$ cat src/rtl/rom_port_arbiter.sv
// Round-robin arbiter sharing one synchronous-read boot ROM between the fetch and load ports.
// It also range/alignment checks each access and extracts and extends load data on the response cycle.
module rom_port_arbiter #(
  parameter logic [31:0] ROM_BASE = 32'h0000_0000,
  parameter int unsigned ADDR_W   = 10
) (
  input  logic              clk,
  input  logic              rst,
  input  logic              i_req,
  input  logic [31:0]       i_addr,
  output logic              i_gnt,
  output logic              i_rvalid,
  output logic [31:0]       i_rdata,
  output logic              i_err,
  input  logic              d_req,
  input  logic [31:0]       d_addr,
  input  logic [1:0]        d_size,
  input  logic              d_unsigned,
  output logic              d_gnt,
  output logic              d_rvalid,
  output logic [31:0]       d_rdata,
  output logic              d_err,
  output logic [ADDR_W-1:0] rom_addr,
  input  logic [31:0]       rom_dout
);

  logic              w_gnt_i;
  logic              w_gnt_d;
  logic              w_i_err;
  logic              w_d_err;
  logic              w_d_align_err;
  logic [31:0]       w_i_data;
  logic [31:0]       w_d_data;
  logic [31:0]       w_d_ext;
  logic [7:0]        w_d_byte;
  logic [15:0]       w_d_half;
  logic [7:0]        w_lane [4];

  logic              r_last_data;
  logic [ADDR_W-1:0] r_rom_addr;
  logic              r_i_pend;
  logic              r_i_err_q;
  logic              r_d_pend;
  logic              r_d_err_q;
  logic [1:0]        r_d_size;
  logic              r_d_uns;
  logic [1:0]        r_d_lsb;
  logic [31:0]       r_i_rdata;
  logic              r_i_err;
  logic [31:0]       r_d_rdata;
  logic              r_d_err;

  // The port that did not win last time takes a conflict; nothing is granted in reset.
  assign w_gnt_i = ~rst & i_req & (~d_req | r_last_data);
  assign w_gnt_d = ~rst & d_req & (~i_req | ~r_last_data);
  assign i_gnt   = w_gnt_i;
  assign d_gnt   = w_gnt_d;

  assign w_i_err = (i_addr[31:ADDR_W] != ROM_BASE[31:ADDR_W]) || (i_addr[1:0] != 2'b00);

  always_comb begin
    w_d_align_err = 1'b0;
    case (d_size)
      2'b00:   w_d_align_err = 1'b0;
      2'b01:   w_d_align_err = d_addr[0];
      2'b10:   w_d_align_err = (d_addr[1:0] != 2'b00);
      default: w_d_align_err = 1'b1;
    endcase
  end

  assign w_d_err = (d_addr[31:ADDR_W] != ROM_BASE[31:ADDR_W]) || w_d_align_err;

  // Error accesses never reach the ROM, so rom_addr only moves for a real read.
  always_comb begin
    rom_addr = r_rom_addr;
    if (w_gnt_i && !w_i_err) begin
      rom_addr = i_addr[ADDR_W-1:0];
    end else if (w_gnt_d && !w_d_err) begin
      rom_addr = d_addr[ADDR_W-1:0];
    end
  end

  for (genvar gi = 0; gi < 4; gi++) begin : g_lane
    assign w_lane[gi] = rom_dout[8*gi +: 8];
  end

  assign w_d_byte = w_lane[r_d_lsb];
  assign w_d_half = r_d_lsb[1] ? rom_dout[31:16] : rom_dout[15:0];

  always_comb begin
    w_d_ext = rom_dout;
    case (r_d_size)
      2'b00:   w_d_ext = r_d_uns ? {24'h0, w_d_byte} : {{24{w_d_byte[7]}}, w_d_byte};
      2'b01:   w_d_ext = r_d_uns ? {16'h0, w_d_half} : {{16{w_d_half[15]}}, w_d_half};
      default: w_d_ext = rom_dout;
    endcase
  end

  assign w_i_data = r_i_err_q ? 32'h0 : rom_dout;
  assign w_d_data = r_d_err_q ? 32'h0 : w_d_ext;

  // Responses are live on the cycle ROM data arrives; otherwise the last response is held.
  assign i_rvalid = r_i_pend & ~rst;
  assign d_rvalid = r_d_pend & ~rst;
  assign i_rdata  = i_rvalid ? w_i_data  : r_i_rdata;
  assign i_err    = i_rvalid ? r_i_err_q : r_i_err;
  assign d_rdata  = d_rvalid ? w_d_data  : r_d_rdata;
  assign d_err    = d_rvalid ? r_d_err_q : r_d_err;

  always_ff @(posedge clk) begin
    if (rst) begin
      r_last_data <= 1'b1;
      r_rom_addr  <= '0;
      r_i_pend    <= 1'b0;
      r_i_err_q   <= 1'b0;
      r_d_pend    <= 1'b0;
      r_d_err_q   <= 1'b0;
      r_d_size    <= 2'b00;
      r_d_uns     <= 1'b0;
      r_d_lsb     <= 2'b00;
      r_i_rdata   <= 32'h0;
      r_i_err     <= 1'b0;
      r_d_rdata   <= 32'h0;
      r_d_err     <= 1'b0;
    end else begin
      r_rom_addr <= rom_addr;
      r_i_pend   <= w_gnt_i;
      r_d_pend   <= w_gnt_d;
      if (w_gnt_i) begin
        r_last_data <= 1'b0;
      end else if (w_gnt_d) begin
        r_last_data <= 1'b1;
      end
      if (w_gnt_i) begin
        r_i_err_q <= w_i_err;
      end
      if (w_gnt_d) begin
        r_d_err_q <= w_d_err;
        r_d_size  <= d_size;
        r_d_uns   <= d_unsigned;
        r_d_lsb   <= d_addr[1:0];
      end
      if (i_rvalid) begin
        r_i_rdata <= w_i_data;
        r_i_err   <= r_i_err_q;
      end
      if (d_rvalid) begin
        r_d_rdata <= w_d_data;
        r_d_err   <= r_d_err_q;
      end
    end
  end

endmodule

$ cat config.mk
export PLATFORM = sky130hd
export DESIGN_NAME = rom_port_arbiter
export DESIGN_NICKNAME = d
export VERILOG_FILES = /design/src/rtl/rom_port_arbiter.sv
export SDC_FILE = /design/constraint.sdc
export NUM_CORES = 1
export LEC_CHECK = 0
export ABC_AREA = 1
export BUFFER_PORTS_ARGS = -buffer_cell sky130_fd_sc_hd__buf_2
export CORE_ASPECT_RATIO = 0.8
export CORE_MARGIN = 5
export CORE_UTILIZATION = 48
export CTS_CLUSTER_DIAMETER = 150
export DETAILED_ROUTE_END_ITERATION = 16
export PLACE_DENSITY = 0.77
export SYNTH_ARGS = -nofsm -noshare
export SYNTH_HDL_FRONTEND = slang
export SYNTH_SLANG_ARGS = --single-unit
$ cat constraint.sdc
create_clock -name clk -period 1.9 [get_ports clk]
set_clock_uncertainty 0.1 [all_clocks]
set_input_delay 0.095 -clock clk [delete_from_list [all_inputs] [get_ports clk]]
set_output_delay 0.095 -clock clk [all_outputs]
set_load 0.005 [all_outputs]
# After elaboration in Yosys (flattened, before gate mapping)
# Cells that the tools add are included.
[totals] input_bits=103 out_inout_bits=80 elab_cells=61 regBits=86
[classes] n_reduce_logical=13 order_cmp=1 eq_ne=3 bitwise_logic=13 muxes=18
[ops] operator="32-bit two-way mux" n=6
[ops] operator="32-bit one-hot mux with 2 select lines" n=1
[ops] operator="22-bit nonzero test" n=2
[ops] operator="10-bit two-way mux" n=2
[ops] operator="8-bit binary-select mux with 2-bit select" n=1
[ops] operator="16-bit two-way mux" n=1
[ops] operator="8-bit two-way mux" n=2
[ops] operator="1-bit bitwise AND" n=6
[ops] operator="2-bit nonzero test" n=3
[ops] operator="2-bit by 1-bit equality test with 1-bit output (second input constant)" n=2
[ops] operator="2-bit logical NOT" n=2
[ops] operator="1-bit two-way mux" n=4
[ops] operator="1-bit NOT" n=4
[ops] operator="3-bit greater-or-equal comparator (second input constant)" n=1
[ops] operator="2-bit NOT with 3-bit output" n=1
[ops] operator="1-bit one-hot mux with 3 select lines" n=1
[ops] operator="2-bit equality test (second input constant)" n=1
[ops] operator="1-bit logical AND" n=2
[ops] operator="1-bit logical NOT" n=2
[ops] operator="1-bit logical OR" n=2
[ops] operator="1-bit bitwise OR" n=2

# Logic depth before layout (Yosys ltp)
# Gate-level depths: netlist of the first run.
[logic_depth] ltp_word=8 mapped_depth=10 mapped_depth_nobuf=9

# Least setup slack after synthesis of the first run
# No wires, ideal clock.
[synth_path] path_type="register -> register" start="reg r_last_data" end="reg r_rom_addr[8]" setup_ps=128 path_stages_with_launch=10 arrival_ps=1223 n_path_buf=1 slack_ps=450 cell_sequence="dfxtp_1 > inv_2 > nand2_2 > nand3_2 > nor2_1 > nand2_2 > buf_6 > or2_0 > nand2_1 > nor2_1"
[synth_between] elab_chain_len=6
[synth_rtl] element="from (decl)" line="39" source="logic r_last_data;"
[synth_rtl] element="from (signal assigned)" line="112" source="r_last_data <= 1'b1;"
[synth_rtl] element="from (signal assigned)" line="130" source="r_last_data <= 1'b0;"
[synth_rtl] element="from (signal assigned)" line="132" source="r_last_data <= 1'b1;"
[synth_rtl] element="1-bit NOT" line="55" source="assign w_gnt_d = ~rst & d_req & (~i_req | ~r_last_data);"
[synth_rtl] element="1-bit bitwise OR" line="55"
[synth_rtl] element="1-bit bitwise AND" line="55"
[synth_rtl] element="1-bit logical AND" line="78" source="end else if (w_gnt_d && !w_d_err) begin"
[synth_rtl] element="10-bit two-way mux" line="78"
[synth_rtl] element="10-bit two-way mux (*)" line="76" source="if (w_gnt_i && !w_i_err) begin"
[synth_rtl] element="to (signal assigned)" line="126" source="r_rom_addr <= rom_addr;"
[synth_rtl] element="to (decl)" line="40" source="logic [ADDR_W-1:0] r_rom_addr;"
# Mark *: on every way between the ends. The rest lies on a longest branch, timed or not.
# A chain may end at the register's enable or synchronous reset.

# Final worst setup path of the first run
[layout_path] start="reg r_d_lsb[1]" end="out d_rdata[17]"
[layout_between] elab_chain_len=8
[layout_rtl] element="from (decl)" line="47" source="logic [1:0] r_d_lsb;"
[layout_rtl] element="from (signal assigned)" line="141" source="r_d_lsb <= d_addr[1:0];"
[layout_rtl] element="2-bit NOT with 3-bit output (implied by the code)" line="87" source="assign w_d_byte = w_lane[r_d_lsb];"
[layout_rtl] element="8-bit binary-select mux with 2-bit select" line="87"
[layout_rtl] element="8-bit two-way mux (implied by the code) (2 in a row)" line="87"
[layout_rtl] element="32-bit two-way mux" line="93" source="2'b00: w_d_ext = r_d_uns ? {24'h0, w_d_byte} : {{24{w_d_byte[7]}}, w_d_byte};"
[layout_rtl] element="32-bit one-hot mux with 2 select lines (*)" line="92" source="case (r_d_size)"
[layout_rtl] element="32-bit two-way mux (*)" line="100" source="assign w_d_data = r_d_err_q ? 32'h0 : w_d_ext;"
[layout_rtl] element="32-bit two-way mux (*)"
[layout_rtl] element="to (decl)" line="21" source="output logic [31:0] d_rdata,"
# Mark *: on every way between the ends. The rest lies on a longest branch, timed or not. The select of a mux whose other input is x is not followed.

==> metrics.txt, run 1 <==
Yosys reg bits 86; failing checks hold timing, setup timing; commonest non-fill, non-tap cell in the layout nand2_1; CP Launch Type flip-flop; initial antenna violation count 0; drc violations 0; RSZ-0062 raised after global routing yes; reg-to-reg startpoint r_d_lsb[1]$_SDFFE_PP0P_; Die Span Y 95.6 um; slew margin rel. 0.575; pwr dens 702 nW/um^2; Initial Util 0.488; Achievable Freq 0.510 GHz; Antenna diodes 0; cts bufs inserted 9; clock-pin slew on the worst setup and hold paths 60 ps; MaxCap Viol Count 0; outcome finished, violations left; Routed Antenna Nets 0; layout cells sized above 1 0.354; Slowest-stage cell, CP dfxtp_4; final WL 16.2 mm; Core Box Area 9000 um^2; WL/cell 15.8 um; synthesized cell area 4400 um^2; ranking of synthesized cells by area dfxtp_1 39%, nand2_1 20%, a21oi_1 8.4%; final period utilization 1.03; die width 117 um; max incr delay on CP 390 ps; vias in the first global route 5073; Total GRT Usage 0.266; hold path depth 4; synthesis-to-finish area growth 52.5%; first-pass GRT wire length 23.5 mm; TritonCTS clock tree built; fin crit period 1960 ps; RR Endpoint r_d_rdata[20]$_SDFF_PP0_; worst path required time 1700 ps; setup violators final 18; row count 31; Tot Pwr 4.71 mW; Distinct cells, synth 32; syn nets 773; dpl hpwl 10.5 mm; Data arrival, critical path 1770 ps; Post-Place Cell Area 5380 um^2; syn_area_per_cell 6.56 um^2; TritonRoute pass-1 iters 5; Worst-Skew Late Latency 330 ps; R2R Setup Slk 250 ps; initial DRC count 483; Yosys top cell by area dfxtp_1; top-area cell type share of the netlist area 0.392; Filler Cell Count 660; num ports 183; clk buf depth 2; H-tree Lvls 3; CP most frequent cell nand2_1; commonest non-fill, non-tap cells in the layout 204 x nand2_1, 181 x buf_2, 81 x dfxtp_1, 75 x nor2_1, 72 x a21oi_1; die area 11200 um^2; Final WS setup -61.6 ps; Yosys Warn Count 0; Slew Viols, Final 0; peak supply drop 0.000503 V; min-delay src i_addr[6]; clk sink count 86; R2R cell count 8; crit-path max FO 8; worst hold-check path type in -> reg; Worst Hold Path EP r_rom_addr[6]$_SDFF_PP0_; Final Net Count 1012; via count 5569; cell count after synthesis 670; WHS -5.26 ps; design area 6700 um^2; port bufs 182; measured slew at the worst slew-check pin 637 ps; root buffer cell clkbuf_16; sequential share of the synthesized area 0.392; crit path kind reg -> out; Final Hold Fails 1; Remaining Overflow, GRT 0; worst-path cell chain o21ai_2 > nand3_2 > nand2_4 > nand2_8 > nand3_4 > nand2_1 > nand2_1 > buf_2; gpl congestion 0.941; drt via density 5.42; leakage 3.59 nW; CP Capture Type output pin; largest net degree at the start of global routing 54
==> cells in the mapped netlist <==
| cell | count |
|---|---|
| o21a_1 | 7 |
| buf_6 | 2 |
| a21oi_1 | 74 |
| a21oi_2 | 7 |
| clkbuf_1 | 16 |
| nand2_2 | 11 |
| or2_0 | 1 |
| o21ai_1 | 2 |
| o211ai_1 | 1 |
| inv_2 | 6 |
| nor2_4 | 4 |
| nand4_1 | 3 |
| nand3_1 | 27 |
| a21boi_1 | 1 |
| o221ai_1 | 7 |
| o21ai_0 | 22 |
| or2_2 | 7 |
| a21oi_4 | 1 |
| nand3_4 | 2 |
| buf_8 | 1 |
| inv_6 | 1 |
| or2_1 | 8 |
| nor2_1 | 83 |
| inv_1 | 41 |
| dfxtp_1 | 86 |
| nand2_4 | 2 |
| nor2_2 | 2 |
| nand3_2 | 1 |
| a211oi_1 | 2 |
| buf_2 | 9 |
| buf_1 | 2 |
| nand2_1 | 231 |
==> stage by stage <==
step	hold WS, ps	util	setup slack (ps)	setup TNS, ps	instances
floorplan	87.1	-	450	0	670
global placement	252	0.598	229	0	946
detailed placement	256	0.598	155	0	946
CTS	3.48	0.695	-9.07	-11.7	1012
global route	7.46	0.745	-151	-2840	1028
finish	-5.26	0.745	-61.6	-406	1028
==> metal layers <==
layer	vias up	track usage	wire length, um
li1	2620	-	-
met1	2596	0.332	6300
met2	312	0.448	7940
met3	41	0.0603	1520
met4	0	0.0974	477
met5	-	0	0
==> where the power goes <==
group          switching (mW)  internal, mW
Sequential             0.0341          1.86
Combinational           0.536         0.409
Clock                   0.722          1.15
Total                    1.29          3.42
==> how the worst max path moves through the flow <==
stage,start,end,cells past startpoint
2_1_floorplan,r_last_data$_SDFFE_PP1P_,r_rom_addr[8]$_SDFF_PP0_,9
3_3_place_gp,r_d_lsb[1]$_SDFFE_PP0P_,d_rdata[25],9
3_5_place_dp,r_last_data$_SDFFE_PP1P_,rom_addr[4],9
4_1_cts,r_d_size[1]$_SDFFE_PP0P_,d_rdata[6],6
5_1_grt,r_d_pend$_SDFF_PP0_,d_rdata[12],9
6_report,r_d_lsb[1]$_SDFFE_PP0P_,d_rdata[17],8
==> sequential cells by signal (all words and copies together) (netlist names) <==
register and flops:
r_d_err_q 1, r_i_err_q 1, r_i_rdata 32, r_d_err 1, r_d_lsb 2, r_d_uns 1
r_rom_addr 10, r_i_err 1, r_d_rdata 32, r_d_size 2, r_i_pend 1, r_last_data 1
r_d_pend 1
==> worst max-delay path: cells and delay by family, from the launching register on <==
kind                   cells  cell delay [ps]
DFF                        1              390
and+or+nand+nor            6              740
AOI/OAI and AO/OA          1              200
buffers and inverters      1              100
==> logic make-up (layout without fill, tap and decap cells) <==
| kind of cell | Yosys count | count (layout) | share of synthesized area |
|---|---|---|---|
| flops | 86 | 86 | 0.392 |
| simple gates | 382 | 386 | 0.370 |
| compound gates | 124 | 124 | 0.162 |
| buf+inv | 78 | 317 | 0.0763 |
==> what timing repair did <==
action / 4_1_cts / 5_1_grt
setup buffers: 2 / 13
hold buffers: 47 / 0
resized for setup: 16 / 85
pin swaps: 2 / 19
gates cloned: 2 / 3
setup endpoints to repair: 42 / 65
endpoints found under the hold margin: 45 / 0
==> area by class of cell <==
cell class,count,area [um^2],share of cell area
well taps,115,144,0.0215
multi-input cells,510,2660,0.397
clock inverters,5,85.1,0.0127
flip-flops and latches,86,1740,0.259
repair buffers,254,1650,0.247
clock buffers,10,229,0.0342
inverters,48,198,0.0295
(Power assumes the default switching activity.)
==> run 2: changes to the inputs <==
--- a/config.mk
+++ b/config.mk
@@ -12,7 +12,7 @@
 export CORE_UTILIZATION = 48
 export CTS_CLUSTER_DIAMETER = 150
 export DETAILED_ROUTE_END_ITERATION = 16
-export PLACE_DENSITY = 0.77
+export PLACE_DENSITY = 0.85
 export SYNTH_ARGS = -nofsm -noshare
 export SYNTH_HDL_FRONTEND = slang
 export SYNTH_SLANG_ARGS = --single-unit
==> metrics.txt, run 2 (same netlist as run 1, synthesis figures left out) <==
Data arrival, critical path 1840 ps (was 1770 ps); H-tree Lvls 3 (unchanged); worst path required time 1700 ps (about the same); Achievable Freq 0.492 GHz (was 0.510 GHz); min-delay src rom_dout[16] (was i_addr[6]); fin crit period 2030 ps (was 1960 ps); slew margin rel. 0.544 (was 0.575); Total GRT Usage 0.258 (was 0.266); WHS 11.2 ps (was -5.26 ps); Initial Util 0.488 (unchanged); Worst-Skew Late Latency 330 ps (about the same); gpl congestion 0.936 (was 0.941); RSZ-0062 raised after global routing yes (unchanged); layout cells sized above 1 0.360 (was 0.354); setup violators final 25 (was 18); dpl hpwl 9.99 mm (was 10.5 mm); CP Launch Type flip-flop (unchanged); met2 usage 0.441 (was 0.448); R2R Setup Slk 240 ps (was 250 ps); crit-path max FO 9 (was 8); reg-to-reg startpoint r_d_lsb[1]$_SDFFE_PP0P_ (unchanged); final setup TNS -791 ps (was -406 ps); cts bufs inserted 9 (unchanged); Final Hold Fails 0 (was 1); crit path kind reg -> out (unchanged); RR Endpoint r_d_rdata[31]$_SDFF_PP0_ (was r_d_rdata[20]$_SDFF_PP0_); clock-pin slew on the worst setup and hold paths 60 ps (about the same); drt via density 5.34 (was 5.42); Die Span Y 95.6 um (unchanged); largest net degree at the start of global routing 48 (was 54); port bufs 182 (unchanged); worst hold-check path type in -> reg (unchanged); GRT busiest layer met2 (unchanged); Final Net Count 1012 (unchanged); via count 5491 (was 5569); row count 31 (unchanged); clk sink count 86 (unchanged); die width 117 um (unchanged); leakage 3.62 nW (was 3.59 nW); peak supply drop 0.000489 V (was 0.000503 V); Worst Hold Path EP r_i_rdata[16]$_SDFF_PP0_ (was r_rom_addr[6]$_SDFF_PP0_); Routed Antenna Nets 0 (unchanged); final period utilization 1.07 (was 1.03); Final WS setup -132 ps (was -61.6 ps); initial antenna violation count 0 (unchanged); CP Capture Type output pin (unchanged); R2R cell count 8 (unchanged); met3 Track Usage GR 0.0666 (was 0.0603); pwr dens 728 nW/um^2 (was 702 nW/um^2); Remaining Overflow, GRT 0 (unchanged); TritonCTS clock tree built (unchanged); clk buf depth 2 (unchanged); measured slew at the worst slew-check pin 683 ps (was 637 ps); initial DRC count 535 (was 483); MaxCap Viol Count 0 (unchanged); Core Box Area 9000 um^2 (unchanged); first-pass GRT wire length 22.8 mm (was 23.5 mm); final WL 16.7 mm (was 16.2 mm); drc violations 0 (unchanged); Final Util 0.753 (was 0.745); worst-path cell chain a21oi_4 > nand3_4 > o21ai_0 > nand3_1 > nand2_1 > inv_1 > buf_2 (was o21ai_2 > nand3_2 > nand2_4 > nand2_8 > nand3_4 > nand2_1 > nand2_1 > buf_2); commonest non-fill, non-tap cells in the layout 195 x nand2_1, 179 x buf_2, 81 x dfxtp_1, 80 x nor2_1, 74 x a21oi_1 (was 204 x nand2_1, 181 x buf_2, 81 x dfxtp_1, 75 x nor2_1, 72 x a21oi_1); WL/cell 16.3 um (was 15.8 um); Slowest-stage cell, CP dfxtp_4 (unchanged); hold path depth 3 (was 4); vias in the first global route 4921 (was 5073); Post-Place Cell Area 5380 um^2 (unchanged); outcome finished, violations left (unchanged); met1 usage 0.325 (was 0.332); die area 11200 um^2 (unchanged); Antenna diodes 0 (unchanged); failing checks setup timing (was hold timing, setup timing); Tot Pwr 4.93 mW (was 4.71 mW); synthesis-to-finish area growth 54.1% (was 52.5%); TritonRoute pass-1 iters 7 (was 5); Slew Viols, Final 0 (unchanged); max incr delay on CP 370 ps (was 390 ps); design area 6780 um^2 (was 6700 um^2); num ports 183 (unchanged); biggest registers after layout r_d_rdata x32, r_i_rdata x32, r_rom_addr x10 (unchanged); commonest non-fill, non-tap cell in the layout nand2_1 (unchanged); root buffer cell clkbuf_16 (unchanged)
run 2: layer usage:
metal	vias up	wire length, um
met5	-	0
met4	0	528
met3	57	1630
met2	316	8040
met1	2497	6540
li1	2621	-
run 2: how the worst max path moves through the flow:
stage | startpoint | to | slack (ps) | cells past startpoint
6_report | r_last_data$_SDFFE_PP1P_ | rom_addr[8] | -130 | 7
5_1_grt | r_last_data$_SDFFE_PP1P_ | rom_addr[8] | -240 | 7
4_1_cts | r_d_lsb[1]$_SDFFE_PP0P_ | d_rdata[12] | 0.9 | 8
3_5_place_dp | r_last_data$_SDFFE_PP1P_ | rom_addr[9] | 200 | 9
3_3_place_gp | r_last_data$_SDFFE_PP1P_ | rom_addr[9] | 240 | 9
2_1_floorplan | r_last_data$_SDFFE_PP1P_ | r_rom_addr[8]$_SDFF_PP0_ | 450 | 9
run 2: what timing repair did:
action / 4_1_cts / 5_1_grt
hold buffers: 41 / 1
resized for setup: 14 / 90
buffers inserted: 1 / 14
endpoints found under the setup margin: 36 / 60
cloned: 2 / 8
pin swaps: 2 / 25
hold endpoints to repair: 40 / 1
run 2: through the flow:
| stage | worst slack (ps) | instances |
|---|---|---|
| detailed placement | 201 | 946 |
| floorplan | 450 | 670 |
| finish | -132 | 1028 |
| CTS | 0.892 | 1005 |
| global placement | 242 | 946 |
| global route | -239 | 1028 |
run 2: critical path, delay by kind of cell (launching register included):
kind,cells,cell delay (ps)
and+or+nand+nor,3,400
DFF,1,370
AOI/OAI and AO/OA,2,520
buffers and inverters,2,220
run 2: cell type report:
class | instances | area (um^2)
Multi-Input combinational cell | 510 | 2630
Fill cell | 633 | 2220
Sequential cell | 86 | 1730
Timing Repair Buffer | 254 | 1720
Clock buffer | 11 | 233
Inverter | 48 | 195
Tap cell | 115 | 144
Clock inverter | 4 | 120
run 2: power by group:
part / leakage [nW] / switching [mW] / internal, mW / total, mW
Clock: 0.170 / 0.683 / 1.41 / 2.09
Sequential: 0.699 / 0.0328 / 1.86 / 1.89
Combinational: 2.75 / 0.527 / 0.421 / 0.948
Total: 3.62 / 1.24 / 3.69 / 4.93
==> run 3: changes to the inputs <==
--- a/config.mk
+++ b/config.mk
@@ -13,6 +13,7 @@
 export CTS_CLUSTER_DIAMETER = 150
 export DETAILED_ROUTE_END_ITERATION = 16
 export PLACE_DENSITY = 0.85
+export SETUP_SLACK_MARGIN = 0.15
 export SYNTH_ARGS = -nofsm -noshare
 export SYNTH_HDL_FRONTEND = slang
 export SYNTH_SLANG_ARGS = --single-unit
==> metrics.txt, run 3 (same netlist as run 1, synthesis figures left out) <==
Die Span Y 95.6 um (unchanged); Placement Setup Slack 201 ps (unchanged); worst-path cell chain nand2_4 > o21ai_4 > nand3_2 > nand2_4 > nand2_8 > nand3_4 > nand2_2 > nand2_1 > buf_2 (was a21oi_4 > nand3_4 > o21ai_0 > nand3_1 > nand2_1 > inv_1 > buf_2); Achievable Freq 0.485 GHz (was 0.492 GHz); worst hold-check path type in -> reg (unchanged); vias in the first global route 5114 (was 4921); row count 31 (unchanged); WHS -11.7 ps (was 11.2 ps); H-tree Lvls 3 (unchanged); Layout Cells excl Fill 1047 (was 1028); cts bufs inserted 9 (unchanged); num ports 183 (unchanged); Final Net Count 1031 (was 1012); Core Box Area 9000 um^2 (unchanged); Slew Viols, Final 0 (unchanged); RSZ-0062 raised after global routing yes (unchanged); Final Util 0.830 (was 0.753); crit path kind reg -> out (unchanged); commonest non-fill, non-tap cell in the layout buf_2 (was nand2_1); Initial Util 0.488 (unchanged); measured slew at the worst slew-check pin 791 ps (was 683 ps); design area 7470 um^2 (was 6780 um^2); CP Launch Type flip-flop (unchanged); Multi-input gate area 3020 um^2 (was 2630 um^2); root buffer cell clkbuf_16 (unchanged); Post-Place Cell Area 5380 um^2 (unchanged); Routed Antenna Nets 0 (unchanged); met3 Track Usage GR 0.0577 (was 0.0666); Filler Cell Count 494 (was 633); peak supply drop 0.000539 V (was 0.000489 V); port bufs 182 (unchanged); Data arrival, critical path 1870 ps (was 1840 ps); fin crit period 2060 ps (was 2030 ps); largest net degree at the start of global routing 48 (unchanged); pwr dens 687 nW/um^2 (was 728 nW/um^2); final setup TNS -2980 ps (was -791 ps); final period utilization 1.09 (was 1.07); TritonCTS clock tree built (unchanged); slew margin rel. 0.472 (was 0.544); die area 11200 um^2 (unchanged); CP Capture Type output pin (unchanged); CP most frequent cell nand2_4; clock-pin slew on the worst setup and hold paths 70 ps (was 60 ps); via count 5866 (was 5491); setup violators final 31 (was 25); GRT busiest layer met2 (unchanged); MaxCap Viol Count 0 (unchanged); commonest non-fill, non-tap cells in the layout 159 x buf_2, 140 x nand2_1, 81 x dfxtp_1, 79 x nor2_1, 73 x a21oi_1 (was 195 x nand2_1, 179 x buf_2, 81 x dfxtp_1, 80 x nor2_1, 74 x a21oi_1); synthesis-to-finish area growth 70.0% (was 54.1%); WL/cell 18.7 um (was 16.3 um); Total GRT Usage 0.274 (was 0.258); Tot Pwr 5.13 mW (was 4.93 mW); initial DRC count 637 (was 535); biggest registers after layout r_d_rdata x32, r_i_rdata x32, r_rom_addr x10 (unchanged); layout cells sized above 1 0.451 (was 0.360); drt via density 5.60 (was 5.34); TritonRoute pass-1 iters 6 (was 7); initial antenna violation count 0 (unchanged); final WL 19.6 mm (was 16.7 mm); Remaining Overflow, GRT 0 (unchanged); Final WS setup -162 ps (was -132 ps); clk sink count 86 (unchanged); die width 117 um (unchanged); Final Hold Fails 2 (was 0); worst path required time 1700 ps (about the same); failing checks hold timing, setup timing (was setup timing); met2 usage 0.468 (was 0.441); crit-path max FO 8 (was 9); max incr delay on CP 490 ps (was 370 ps); Slowest-stage cell, CP dfxtp_4 (unchanged); Worst-Skew Late Latency 340 ps (was 330 ps); Placed Instances 946 (unchanged); met1 usage 0.352 (was 0.325); Seq. cell area 1740 um^2 (was 1730 um^2); gpl congestion 0.936 (unchanged); outcome finished, violations left (unchanged); leakage 4.01 nW (was 3.62 nW); clk buf depth 2 (unchanged); first-pass GRT wire length 24.1 mm (was 22.8 mm); drc violations 0 (unchanged); Antenna diodes 0 (unchanged); dpl hpwl 9.99 mm (unchanged)
-- run 3: power by group --
part / internal (mW) / leakage (nW) / switching [mW] / total (mW)
Combinational: 0.471 / 3.14 / 0.626 / 1.10
Clock: 1.41 / 0.170 / 0.722 / 2.13
Sequential: 1.86 / 0.700 / 0.0413 / 1.90
-- run 3: worst max-delay path: cells and delay by family, from the launching register on --
| family | cells | cell delay (ps) |
|---|---|---|
| AO/OA/AOI/OAI | 1 | 100 |
| buffers and inverters | 1 | 120 |
| flip-flops | 1 | 490 |
| AND/OR/NAND/NOR | 7 | 810 |
-- run 3: layout make-up --
class | instances | area share
multi-input combinational | 510 | 0.404
timing repair buffer | 273 | 0.271
sequential | 86 | 0.232
clock buffer | 11 | 0.0312
inverter | 48 | 0.0261
tap | 115 | 0.0193
clock inverter | 4 | 0.0161
-- run 3: what timing repair did --
item / CTS / global route
buffers inserted: 16 / 18
endpoints found under the hold margin: 40 / 0
hold buffers: 41 / 0
endpoints found under the setup margin: 64 / 76
gates cloned: 6 / 5
resized for setup: 65 / 182
pin swaps: 23 / 60
-- run 3: final timing paths --
kind	start	end	slack, ps	depth (start not counted)
max	r_d_lsb[1]$_SDFFE_PP0P_	d_rdata[31]	-160	9
min	d_req	r_last_data$_SDFFE_PP1P_	-10	3
max reg2reg	r_d_lsb[1]$_SDFFE_PP0P_	r_d_rdata[21]$_SDFF_PP0_	70	10
min reg2reg	r_d_rdata[19]$_SDFF_PP0_	r_d_rdata[19]$_SDFF_PP0_	370	2
-- run 3: routing by layer --
layer  wire (um)  up-vias
met1        6990     2674
met3        2160      101
met5           0        -
met4         879        0
li1            -     2661
met2        9570      430
